<file path="src/rtl/acc_pkg.sv">
// Shared widths and FSM encoding for the accumulator and its inverse (differencer).
package acc_pkg;

  localparam int ACC_W = 16;
  localparam int IN_W  = 8;
  localparam int CNT_W = 8;

  typedef enum logic [1:0] {
    IDLE = 2'd0,
    RUN  = 2'd1,
    ERR  = 2'd2
  } state_t;

endpackage

</file>
<file path="src/rtl/acc_diff_calc.sv">
// Combinational modular subtract of the reference from the new running sum,
// plus a check that the step fits in an IN_W-bit sample.
module acc_diff_calc
  import acc_pkg::*;
#(
  parameter int ACC_W = acc_pkg::ACC_W,
  parameter int IN_W  = acc_pkg::IN_W
) (
  input  logic [ACC_W-1:0] acc,
  input  logic [ACC_W-1:0] prev,
  output logic [ACC_W-1:0] diff,
  output logic             in_range
);

  // Wrapping subtraction makes an accumulator roll-over look like a small step.
  assign diff     = acc - prev;
  assign in_range = (diff[ACC_W-1:IN_W] == '0);

endmodule

</file>
<file path="src/rtl/acc_diff_16bit.sv">
// Recovers IN_W-bit samples from a running-sum stream by differencing against the
// last accepted sum; flags (sticky) any step an IN_W-bit sample could not produce.
module acc_diff_16bit
  import acc_pkg::*;
#(
  parameter int ACC_W = acc_pkg::ACC_W,
  parameter int IN_W  = acc_pkg::IN_W,
  parameter int CNT_W = acc_pkg::CNT_W
) (
  input  logic             i_clk,
  input  logic             i_rst,
  input  logic             i_init,
  input  logic             i_valid,
  input  logic [ACC_W-1:0] i_acc,
  output logic             o_valid,
  output logic [IN_W-1:0]  o_data,
  output logic             o_err,
  output logic [CNT_W-1:0] o_cnt,
  output logic [1:0]       o_state
);

  // Handshake: i_valid qualifies i_acc for exactly the cycle it is high; there is
  // no ready/backpressure. o_valid is a one-cycle strobe qualifying o_data.

  state_t           state, state_n;
  logic [ACC_W-1:0] prev, prev_n;
  logic [ACC_W-1:0] diff;
  logic             in_range;
  logic             valid_n;
  logic [IN_W-1:0]  data_n;
  logic             err_n;
  logic [CNT_W-1:0] cnt_n;

  acc_diff_calc #(
    .ACC_W (ACC_W),
    .IN_W  (IN_W)
  ) u_calc (
    .acc      (i_acc),
    .prev     (prev),
    .diff     (diff),
    .in_range (in_range)
  );

  always_ff @(posedge i_clk or posedge i_rst) begin
    if (i_rst) begin
      state <= IDLE;
    end else begin
      state <= state_n;
    end
  end

  always_comb begin
    state_n = state;
    prev_n  = prev;
    valid_n = 1'b0;
    data_n  = o_data;
    err_n   = o_err;
    cnt_n   = o_cnt;
    if (i_init) begin
      // Init wins over a same-cycle i_valid; that i_acc is dropped.
      state_n = RUN;
      prev_n  = '0;
      cnt_n   = '0;
      err_n   = 1'b0;
    end else begin
      case (state)
        RUN: begin
          if (i_valid) begin
            if (in_range) begin
              data_n  = diff[IN_W-1:0];
              valid_n = 1'b1;
              cnt_n   = o_cnt + CNT_W'(1);
              prev_n  = i_acc;
            end else begin
              err_n   = 1'b1;
              state_n = ERR;
            end
          end
        end
        default: begin
        end
      endcase
    end
  end

  always_ff @(posedge i_clk or posedge i_rst) begin
    if (i_rst) begin
      prev    <= '0;
      o_valid <= 1'b0;
      o_data  <= '0;
      o_err   <= 1'b0;
      o_cnt   <= '0;
    end else begin
      prev    <= prev_n;
      o_valid <= valid_n;
      o_data  <= data_n;
      o_err   <= err_n;
      o_cnt   <= cnt_n;
    end
  end

  assign o_state = state;

endmodule

</file>
<file path="config.mk">
export PLATFORM = sky130hd
export DESIGN_NAME = acc_diff_16bit
export DESIGN_NICKNAME = d
export VERILOG_FILES = /design/src/rtl/acc_pkg.sv /design/src/rtl/acc_diff_calc.sv /design/src/rtl/acc_diff_16bit.sv
export SDC_FILE = /design/constraint.sdc
export NUM_CORES = 1
export LEC_CHECK = 0
export ABC_AREA = 1
export ABC_CLOCK_PERIOD_IN_PS = 2170
export CELL_PAD_IN_SITES_DETAIL_PLACEMENT = 1
export CELL_PAD_IN_SITES_GLOBAL_PLACEMENT = 2
export CORE_ASPECT_RATIO = 0.6
export CORE_MARGIN = 4
export CORE_UTILIZATION = 27
export CTS_CLUSTER_DIAMETER = 60
export DETAILED_ROUTE_END_ITERATION = 8
export PLACE_DENSITY_LB_ADDON = 0.1
export SLEW_MARGIN = 25
export SYNTH_ARGS = -nofsm -noshare
export SYNTH_HDL_FRONTEND = slang
export SYNTH_SLANG_ARGS = --single-unit
</file>
<file path="constraint.sdc">
create_clock -name i_clk -period 2.17 [get_ports i_clk]
set_clock_uncertainty 0.15 [all_clocks]
set_input_delay 0.217 -clock i_clk [delete_from_list [all_inputs] [get_ports i_clk]]
set_output_delay 0.217 -clock i_clk [all_outputs]
set_load 0.05 [all_outputs]
</file>
# Yosys cells after proc, flatten, opt, wreduce, memory -nomap -nowiden
# Cells that the tools add are included.
# classes
n_eq_ne	2
bitwise_logic	1
reduce_logical	7
mux	20
add_sub_neg	2
# ops
op	n
two-way mux 16 bit	4
two-way mux 8 bit	4
subtractor 16 bit	1
adder 8 x 1 -> 8 bit, second input constant	1
zero test 8 bit	1
two-way mux 1 bit	8
two-way mux 2 bit	4
AND reduction 3 bit	2
nonzero test 2 bit	3
AND reduction 4 bit	1
== test 2 x 1 -> 1 bit, second input constant	1
!= test 2 bit, second input constant	1
inverter 1 bit	1
# totals
in_bits	20
out_inout_bits	20
elab_cells	38
reg_bits	36

# Longest topological paths before layout
# Gate-level depths: netlist (run 1).
# logic_depth
depth_word	6
mapped_depth	18
ltp_nobuf	17

# Cells and area by module
# From an unflattened synthesis (run 1), not the netlist that was laid out.
# unflattened
hier_cells	394
area_unflattened_um2	2631.3
# modules_own_cells
module	cells_per_inst	area_per_inst_um2	instances
acc_diff_16bit	176	1534.0	1
acc_diff_calc	218	1097.3	1

# Worst setup path before layout (run 1)
# Ideal clock, no wire load.
# synth_timing
kind	register -> register
from	reg prev[0]
to	reg o_cnt[4]
setup_ps	121
path_buffers	1
t_required_ps	1899
stages_incl_launch_ff	16
slack_ps	-232
synth_period_minus_slack_ps	2402
arrival_time_ps	2132
path_cell_list	dfrtp_1 > ha_1 > fa_1 > inv_1 > nand3_1 > nand3_1 > nand3_1 > nand4_1 > nand2_1 > nor2_1 > nand2_1 > nor2_8 > nand2_4 > buf_6 > nand3_1 > nand2_1
# synth_via
elab_chain_cells	4
# synth_lines
item	line_no	source
from (decl)	acc_diff_16bit.sv:26	logic [ACC_W-1:0] prev, prev_n;
from (signal assigned)	acc_diff_16bit.sv:94	prev <= prev_n;
subtractor 16 bit	acc_diff_calc.sv:16	assign diff = acc - prev;
zero test 8 bit	acc_diff_calc.sv:17	assign in_range = (diff[ACC_W-1:IN_W] == '0);
nonzero test 2 bit (no line)	n/a	
AND reduction 3 bit (no line)	n/a	
to (signal assigned)	acc_diff_16bit.sv:98	o_cnt <= cnt_n;
to (decl)	acc_diff_16bit.sv:18	output logic [CNT_W-1:0] o_cnt,
# Every way passes these cells.
# A chain may end at the register's enable or synchronous reset.

# Final worst setup path (run 1)
# layout_timing
from	reg prev[0]
to	reg o_data[4]
# layout_via
elab_chain_cells	3
# layout_lines
item	line_no	source
subtractor 16 bit *	acc_diff_calc.sv:16	
zero test 8 bit	acc_diff_calc.sv:17	
AND reduction 4 bit (no line)	n/a	
to (signal assigned)	acc_diff_16bit.sv:96	o_data <= data_n;
to (decl)	acc_diff_16bit.sv:16	output logic [IN_W-1:0] o_data,
# Every way passes the cells marked *; elsewhere a longest branch is shown, timed or not.

==> out/results.txt, run 1 <==
Measured in cells, the most critical reg-to-reg path has a length of 16. For the worst-skew pair, the clock arrives at the later sink with an insertion delay of 0.28 ns. The run finished, with violations left.

The number of standard-cell rows in the floorplan was 28. Fill cells in the final layout number 1193. Compared with the post-synthesis result, the final layout area differs by 59.88%. The finished cells cover 4343 um^2. The post-cts hold buffer count came out at 0. The worst setup path is captured at a register. The cell count along the critical path was 16; the maximum VDD drop was 0.3065 mV. In this run the static leakage power is 2.265 nW.

The portion of netlist area occupied by mux cells is 0. The floorplan step defined a core boundary enclosing 9844 um^2. The worst path needs 2.568 ns of the cycle, external delays included.

The number of setup violations in the final report was 35; the slew at the pin with the worst max-slew slack was 0.6530 ns. The congestion estimate from routability-driven global placement came to 0.8074. The run gives 2942 as the via total after detailed routing. For the final wirelength, the log shows 9654 um. Post-synthesis xor/xnor area fraction: 0.04514. The logs give 15500 um for the global-route wire length before repair and -0.3979 ns for the worst setup slack after layout. The combinational family with the most area after synthesis was simple AND/OR/NAND/NOR gates.

The tools report the post-route non-filler standard cell count as 642. For the H-tree depth reported by CTS, the log shows 2. The part of the cycle the worst path needs was 1.183; the post-place instance area was 3715 um^2. Number of buffer cells added on primary ports: 39. Final max-slew violation count: 0. Hold is met by 0.1943 ns. TritonCTS sink count: 35. At the worst endpoint, the required time is 2.20 ns. The final sum of negative setup slack came out at -12.88 ns. Path class of the lowest-slack min-delay path: input port to asynchronous set/reset pin. Number of storage elements in the synthesis netlist: 35.

The total number of yosys warnings came out at 0. The final reports fail on negative setup slack. The total power divided by cell area works out to 440.5 nW/um^2.

The internal portion of the total power is 0.001308 W. TritonCTS built the clock tree. Clock transition at the registers of the reported paths: 0.05 ns.

No sink is reached through more buffers than the 2 on the longest clock path. Setup repair after global routing could not meet its margin everywhere. The tool flagged a number of max-cap violations equal to 0. After detailed routing, the number of remaining DRC violations is 0.

The combinational cell fraction of total power is 0.280, and the largest net degree at the start of global routing is 41. The register share of total power is 0.354, and the worst slew slack as a fraction of its limit is 0.5642. Detailed placement ended at an HPWL of 7218 um. For the number of antenna violations at the first check in global routing, the log shows 0. The number of global-route vias before repair is 3084, and the area fraction in compound gates after synthesis is 0.01658.

The die covers 11780 um^2. Counting both buffers and inverters, the worst setup path holds a total of 3. The pre-CTS setup slack was -0.9971 ns; the antenna diode count was 0. The signal on the critical path passes through ha_4 > fa_2 > inv_2 > nand3_2 > nand3_4 > nand3_4 > nand4_1 > nand2_1 > nor2_2 > nand2_2 > nor2_8 > buf_12 > buf_12 > nand3_4 > nand2_2 > nand2_2. The tools report the final-report hold violation count as 0. The simple-gate share of the synthesized area came out at 0.4035. After the last flow step, the layout net total stands at 543. The post-synthesis instance total came out at 403. The delay of the slowest cell on the worst path works out to 0.41 ns. The library cell contributing the largest single delay on the critical path is sky130_fd_sc_hd__dfrtp_1. The average cell area after synthesis is 6.740 um^2, and the area of all sequential standard cells is 875.8 um^2. The run gives 2.59 ns as the data arrival time at the worst-slack endpoint. The critical path in this run is classified as register to register.

In this run the horizontal extent of the chip is 137.5 um. The portion of the post-synthesis area used by sequential elements came out at 0.3224. Share of cells above drive strength 1: 0.3136. The detail route stage leaves a number of antenna-violating nets equal to 0. The logs give 0.1688 for the overall fraction of global-route tracks in use and 4 for the length of the first detailed-routing pass in iterations. The share of synthesized cell area in full adder, half adder and majority cells was 0.08107.

The number of distinct standard cells referenced by the synthesized netlist was 26. Measured along the y axis, the die boundary spans 85.70 um. The proportion of total power due to net switching was 0.3165.

The run gives 5 as the total CTS buffers. Summed over all nets, the switching power comes to 0.0006056 W. For this run the aggregate overflow at the end of global routing stands at 0. Dividing the detail-routed wire length by the instance count gives 15.04 um. The critical path's top delay family was simple AND/OR/NAND/NOR gates. The run gives 623 as the cell count after placement.

STA classifies the critical path startpoint as a register. Dividing the detail-routed via count by the number of cells gives 4.583. The CTS root buffer is sky130_fd_sc_hd__clkbuf_16. The cell area that synthesis handed to floorplanning was 2716 um^2.

The run gives 0.2759 as the initial cell density of the core. The maximum clock frequency was 0.3894 GHz. The portion of total power attributed to the clock network is 0.367. During I/O placement, the number of pins put on the boundary was 40. The net count after synthesis came out at 440. Summing all multi-input logic gate instances after layout gives 1904 um^2. The detailed router finished its first iteration with 81 violations.

Of all nets on the critical path, the largest fanout is 7.
[Yosys cell counts, drive strengths merged]
library cell | instances | area, um^2
nand2 | 137 | 524.3
inv | 72 | 270.3
nand3 | 42 | 215.2
nand4 | 36 | 225.2
dfrtp | 35 | 875.8
nor2 | 20 | 93.84
ha | 16 | 200.2
xor2 | 13 | 113.9
buf | 9 | 63.81
a21oi | 8 | 40.04
clkbuf | 6 | 22.52
and2 | 3 | 18.77
fa | 1 | 20.02
nand3b | 1 | 7.510
nor3 | 1 | 5.000
o21ai | 1 | 5.000
or2 | 1 | 6.260
xnor2 | 1 | 8.760
[power groups by stage]
stage	sequential, W	combinational [W]	clock [W]
detailed placement	0.000687	0.000476	0
floorplan	0.000730	0.000214	0
finish	0.000676	0.000536	0.000701
global route	0.000678	0.000587	0.000764
CTS	0.000675	0.000515	0.000733
global placement	0.000686	0.000471	0
[logic make-up after synthesis]
| logic type | after synthesis |
|---|---|
| adders and majority gates | 17 |
| buffers and inverters | 87 |
| and+or+nand+nor | 241 |
| AOI/OAI and AO/OA | 9 |
| xor gates and xnor gates | 14 |
| DFF | 35 |
[flip-flops by register name, summed over array words and instances (netlist names)]
signal / flops
o_cnt: 8
o_data: 8
o_state: 2
o_valid: 1
prev: 16
[per-layer routing]
metal | global-route usage | vias up | part of all wire
met1 | 0.2433 | 1411 | 0.50
met2 | 0.2668 | 36 | 0.46
met4 | 0.02355 | 0 | 0.0040
li1 | - | 1488 | -
met3 | 0.03517 | 7 | 0.031
met5 | 0 | - | 0
[cell type report]
cell class,count,area share
multi-input cells,282,0.4385
well taps,135,0.03889
clock buffers,7,0.03054
flip-flops and latches,35,0.2017
inverters,72,0.06223
repair buffers,110,0.2270
clock inverters,1,0.001152
[worst paths after layout]
check	endpoint	start	slack, ns
setup / recovery	o_data[4]$_DFFE_PP0P_	prev[0]$_DFFE_PP0P_	-0.40
max in group asynchronous	o_cnt[2]$_DFFE_PP0P_	i_rst	1.33
setup reg to reg	o_data[4]$_DFFE_PP0P_	prev[0]$_DFFE_PP0P_	-0.40
hold / removal	o_data[0]$_DFFE_PP0P_	i_rst	0.19
min in group i_clk	prev[7]$_DFFE_PP0P_	i_acc[7]	0.27
hold reg to reg	o_data[5]$_DFFE_PP0P_	o_data[5]$_DFFE_PP0P_	0.32
[timing repair]
item / CTS / global route
pin swaps: 19 / 17
endpoints found under the setup margin: 35 / 35
setup buffers: 6 / 4
gates cloned: 2 / 0
resized for setup: 44 / 42
[worst register-to-register path, stage by stage, from the launching register on]
cell	delay, ns
sky130_fd_sc_hd__dfrtp_1	0.41
sky130_fd_sc_hd__ha_4	0.18
sky130_fd_sc_hd__fa_2	0.35
sky130_fd_sc_hd__inv_2	0.08
sky130_fd_sc_hd__nand3_2	0.08
sky130_fd_sc_hd__nand3_4	0.10
sky130_fd_sc_hd__nand3_4	0.08
sky130_fd_sc_hd__nand4_1	0.11
sky130_fd_sc_hd__nand2_1	0.07
sky130_fd_sc_hd__nor2_2	0.15
sky130_fd_sc_hd__nand2_2	0.11
sky130_fd_sc_hd__nor2_8	0.16
sky130_fd_sc_hd__buf_12	0.13
sky130_fd_sc_hd__buf_12	0.11
sky130_fd_sc_hd__nand3_4	0.07
sky130_fd_sc_hd__nand2_2	0.08
sky130_fd_sc_hd__nand2_2	0.04
[stage by stage]
step | total power (W) | utilization
2_1_floorplan | 0.0009438 | -
3_3_place_gp | 0.001157 | 0.3774
3_5_place_dp | 0.001163 | 0.3774
4_1_cts | 0.001923 | 0.4245
5_1_grt | 0.002030 | 0.4412
6_report | 0.001913 | 0.4412
[cells in the final DEF, fill, tap and decap left out, types with 2 or more instances in the layout]
| master | count |
|---|---|
| sky130_fd_sc_hd__a21oi_1 | 5 |
| sky130_fd_sc_hd__a21oi_2 | 3 |
| sky130_fd_sc_hd__and2_1 | 3 |
| sky130_fd_sc_hd__buf_12 | 3 |
| sky130_fd_sc_hd__buf_4 | 64 |
| sky130_fd_sc_hd__buf_6 | 3 |
| sky130_fd_sc_hd__clkbuf_1 | 2 |
| sky130_fd_sc_hd__clkbuf_16 | 5 |
| sky130_fd_sc_hd__clkdlybuf4s50_1 | 32 |
| sky130_fd_sc_hd__dfrtp_1 | 35 |
| sky130_fd_sc_hd__dlygate4sd2_1 | 3 |
| sky130_fd_sc_hd__dlymetal6s2s_1 | 4 |
| sky130_fd_sc_hd__ha_1 | 4 |
| sky130_fd_sc_hd__ha_4 | 12 |
| sky130_fd_sc_hd__inv_1 | 61 |
| sky130_fd_sc_hd__inv_2 | 11 |
| sky130_fd_sc_hd__nand2_1 | 115 |
| sky130_fd_sc_hd__nand2_2 | 19 |
| sky130_fd_sc_hd__nand2_4 | 2 |
| sky130_fd_sc_hd__nand2_8 | 2 |
| sky130_fd_sc_hd__nand3_1 | 20 |
| sky130_fd_sc_hd__nand3_2 | 18 |
| sky130_fd_sc_hd__nand3_4 | 4 |
| sky130_fd_sc_hd__nand4_1 | 36 |
| sky130_fd_sc_hd__nor2_1 | 11 |
| sky130_fd_sc_hd__nor2_2 | 6 |
| sky130_fd_sc_hd__nor2_4 | 2 |
| sky130_fd_sc_hd__xor2_1 | 13 |
Note: power is estimated with default switching activity, not from simulation.
==> inputs of run 2 (changes only) <==
--- a/config.mk
+++ b/config.mk
@@ -11,7 +11,8 @@
 export CELL_PAD_IN_SITES_GLOBAL_PLACEMENT = 2
 export CORE_ASPECT_RATIO = 0.6
 export CORE_MARGIN = 4
-export CORE_UTILIZATION = 27
+export CORE_UTILIZATION = 28
+export CTS_BUF_LIST = sky130_fd_sc_hd__clkbuf_8
 export CTS_CLUSTER_DIAMETER = 60
 export DETAILED_ROUTE_END_ITERATION = 8
 export PLACE_DENSITY_LB_ADDON = 0.1
==> out/results.txt, run 2 (synthesis gave the netlist of run 1 again) <==
The run finished, with violations left. The checks that failed: negative setup slack. Measured in cells, the most critical reg-to-reg path has a length of 15. The final sum of negative setup slack is -12.92 ns, and the number of global-route vias before repair is 3115. The via count normalized by instance count was 4.555; the leakage power of the design was 2.242 nW. The post-detailed-route count of antenna-violating nets was 0; the number of standard-cell rows in the floorplan was 27.

The worst register-to-register path has a setup slack of -0.41 ns. Timing analysis after detailed placement gives a worst setup slack of -0.9436 ns. The run gives 40 as the count of boundary I/O pins. The tools report the core region area as 9324 um^2.

After detailed routing, the average wire length per cell comes to 15.18 um. Clock tree synthesis found a total of 35 sinks. The register name with the most flops is prev. Total CTS buffers: 5. The worst setup slack after layout was -0.4088 ns. After routing the design area is 4318 um^2.

After the first detailed-routing iteration, the DRC count stood at 147. In this run the critical register-to-register path is captured at o_data[7]$_DFFE_PP0P_. Summed over all nets, the half-perimeter wirelength after detailed placement is 7239 um. The final layout contains 544 nets.

The first detailed-routing pass took 4 iterations. The register share of total power came out at 0.386. The repair_antennas step left the layout with diodes totalling 0. The run gives 0.309 as the portion of total power attributed to the clock network.

The run gives 0.2913 as the initial cell density of the core. In this run the vertical extent of the chip is 84.30 um. The logs give 11390 um^2 for the area of the die and 0.1769 ns for the final hold slack. The total power divided by cell area is 405.5 nW/um^2. The proportion of total power due to net switching works out to 0.3309. CTS placed an instance of sky130_fd_sc_hd__clkbuf_8 at the clock tree root.

The completed layout was analyzed and its total power is 0.001751 W. STA classifies the critical path startpoint as a register. The largest net degree at the start of global routing is 36. Leaving out fill and tap cells, the most frequent cell in the layout is sky130_fd_sc_hd__nand2_1. The internal power component was 0.001172 W. The total net switching power was 0.0005795 W. The path class of the lowest-slack min-delay path was input port to asynchronous set/reset pin. The remaining design rule violation count is 0. The part of the cycle the worst path needs is 1.188.

The run gives 0.5438 as the worst slew slack as a fraction of its limit. The area of all sequential standard cells is 875.8 um^2. The combinational cell fraction of total power was 0.306; the final wirelength was 9685 um. From left edge to right edge, the die measures 135.2 um. The overall fraction of global-route tracks in use is 0.1760. Across the run, the number of max-cap violations was 0. The data arrival time at the worst-slack endpoint was 2.61 ns.

STA classifies the critical path endpoint as a register. The number of fill cells is 1153. Setup repair after global routing could not meet its margin everywhere.

The clock latency reported for the late side of the worst-skew pair is 0.30 ns, and the slew at the pin with the worst max-slew slack is 0.6835 ns. In the layout the commonest cells are sky130_fd_sc_hd__nand2_1, sky130_fd_sc_hd__buf_4, sky130_fd_sc_hd__inv_1, sky130_fd_sc_hd__nand4_1. TritonCTS built the clock tree. The first global-routing pass estimated 15930 um of wire. The placed instances occupy a cell area of 3716 um^2. The share of cells above drive strength 1 is 0.3268, and the global placer's final weighted congestion is 0.8135. The run gives 0 as the number of antenna violations at the first check in global routing.

Setup violations remaining at the end of the flow were counted as 35. The critical path required time is 2.20 ns, and the maximum buffer depth of the clock tree is 2. The startpoint identified for the worst register-to-register timing path is prev[0]$_DFFE_PP0P_.

The run gives 0 as the final-report hold violation count. During placement, the flow inserted port buffers numbering 39. After clock tree synthesis, the clock-pin slew on the worst setup and hold paths is 0.08 ns. In the final layout, the registers with the most flip-flops are prev (16), o_cnt (8), o_data (8). The logs give 2906 for the via total after detailed routing and 2 for the H-tree depth reported by CTS. The final critical-path required period came out at 2.579 ns. The category of the critical setup timing path was register to register. In the final layout, the multi-input gates occupy 1898 um^2. The tools report the final global-route overflow total as 0. The flip-flop count of the largest register, all copies and words added works out to 16. Timing would allow up to 0.3878 GHz. IR analysis of the VDD net gives a maximum drop of 0.2369 mV. For the final max-slew violation count, the log shows 0.

Compared with the post-synthesis result, the final layout area differs by 58.96%. Of all nets on the critical path, the largest fanout is 7.
-- run 2: timing repair --
action | CTS | global route
hold buffers | 0 | 0
endpoints found under the setup margin | 35 | 35
cloned | 3 | 0
setup buffers | 6 | 3
gates resized for setup | 51 | 33
pin swaps | 14 | 16
-- run 2: cell type report --
class	count	share of cell area
inverters	72	0.06259
clock buffers	7	0.02231
well taps	130	0.03767
flip-flops and latches	35	0.2028
repair buffers	111	0.2341
clock inverters	1	0.0008693
multi-input cells	282	0.4396
-- run 2: power groups by stage --
| stage | combinational, W | clock [W] | sequential [W] |
|---|---|---|---|
| final | 0.000535 | 0.000541 | 0.000675 |
| after global placement | 0.000472 | 0 | 0.000687 |
| after detailed placement | 0.000477 | 0 | 0.000687 |
| after global routing | 0.000588 | 0.000590 | 0.000677 |
| after CTS | 0.000521 | 0.000557 | 0.000675 |
| after floorplan | 0.000214 | 0 | 0.000730 |
-- run 2: worst max path at each step --
stage / startpoint / to / cells after the start
floorplan: prev[0]$_DFFE_PP0P_ / o_cnt[4]$_DFFE_PP0P_ / 15
global placement: i_acc[3] / prev[1]$_DFFE_PP0P_ / 16
detailed placement: i_acc[3] / prev[13]$_DFFE_PP0P_ / 16
CTS: prev[0]$_DFFE_PP0P_ / o_data[0]$_DFFE_PP0P_ / 16
global route: prev[6]$_DFFE_PP0P_ / o_data[7]$_DFFE_PP0P_ / 18
finish: prev[0]$_DFFE_PP0P_ / o_data[7]$_DFFE_PP0P_ / 15
-- run 2: worst max-delay path, stage by stage, from the launching register on --
cell and delay (ns):
sky130_fd_sc_hd__dfrtp_1 0.41, sky130_fd_sc_hd__ha_4 0.18, sky130_fd_sc_hd__fa_2 0.36, sky130_fd_sc_hd__inv_2 0.09
sky130_fd_sc_hd__nand3_2 0.08, sky130_fd_sc_hd__nand3_4 0.09, sky130_fd_sc_hd__nand3_2 0.09, sky130_fd_sc_hd__nand4_1 0.08
sky130_fd_sc_hd__nand2_1 0.06, sky130_fd_sc_hd__nor2_2 0.14, sky130_fd_sc_hd__nand2_2 0.11, sky130_fd_sc_hd__nor2_8 0.15
sky130_fd_sc_hd__buf_12 0.16, sky130_fd_sc_hd__nand3_4 0.14, sky130_fd_sc_hd__nand2_1 0.11, sky130_fd_sc_hd__nand2_1 0.06
-- run 2: per-layer routing --
layer | vias up | track usage | wire (um)
li1 | 1491 | - | -
met1 | 1376 | 0.2619 | 5079
met4 | 0 | 0.02836 | 55
met5 | - | 0 | 0
met3 | 8 | 0.03293 | 308
met2 | 31 | 0.2694 | 4243
-- run 2: metrics by stage --
step,utilization,cells
3_5_place_dp,0.3986,619
6_report,0.4631,638
4_1_cts,0.4508,636
2_1_floorplan,-,403
5_1_grt,0.4631,638
3_3_place_gp,0.3986,619
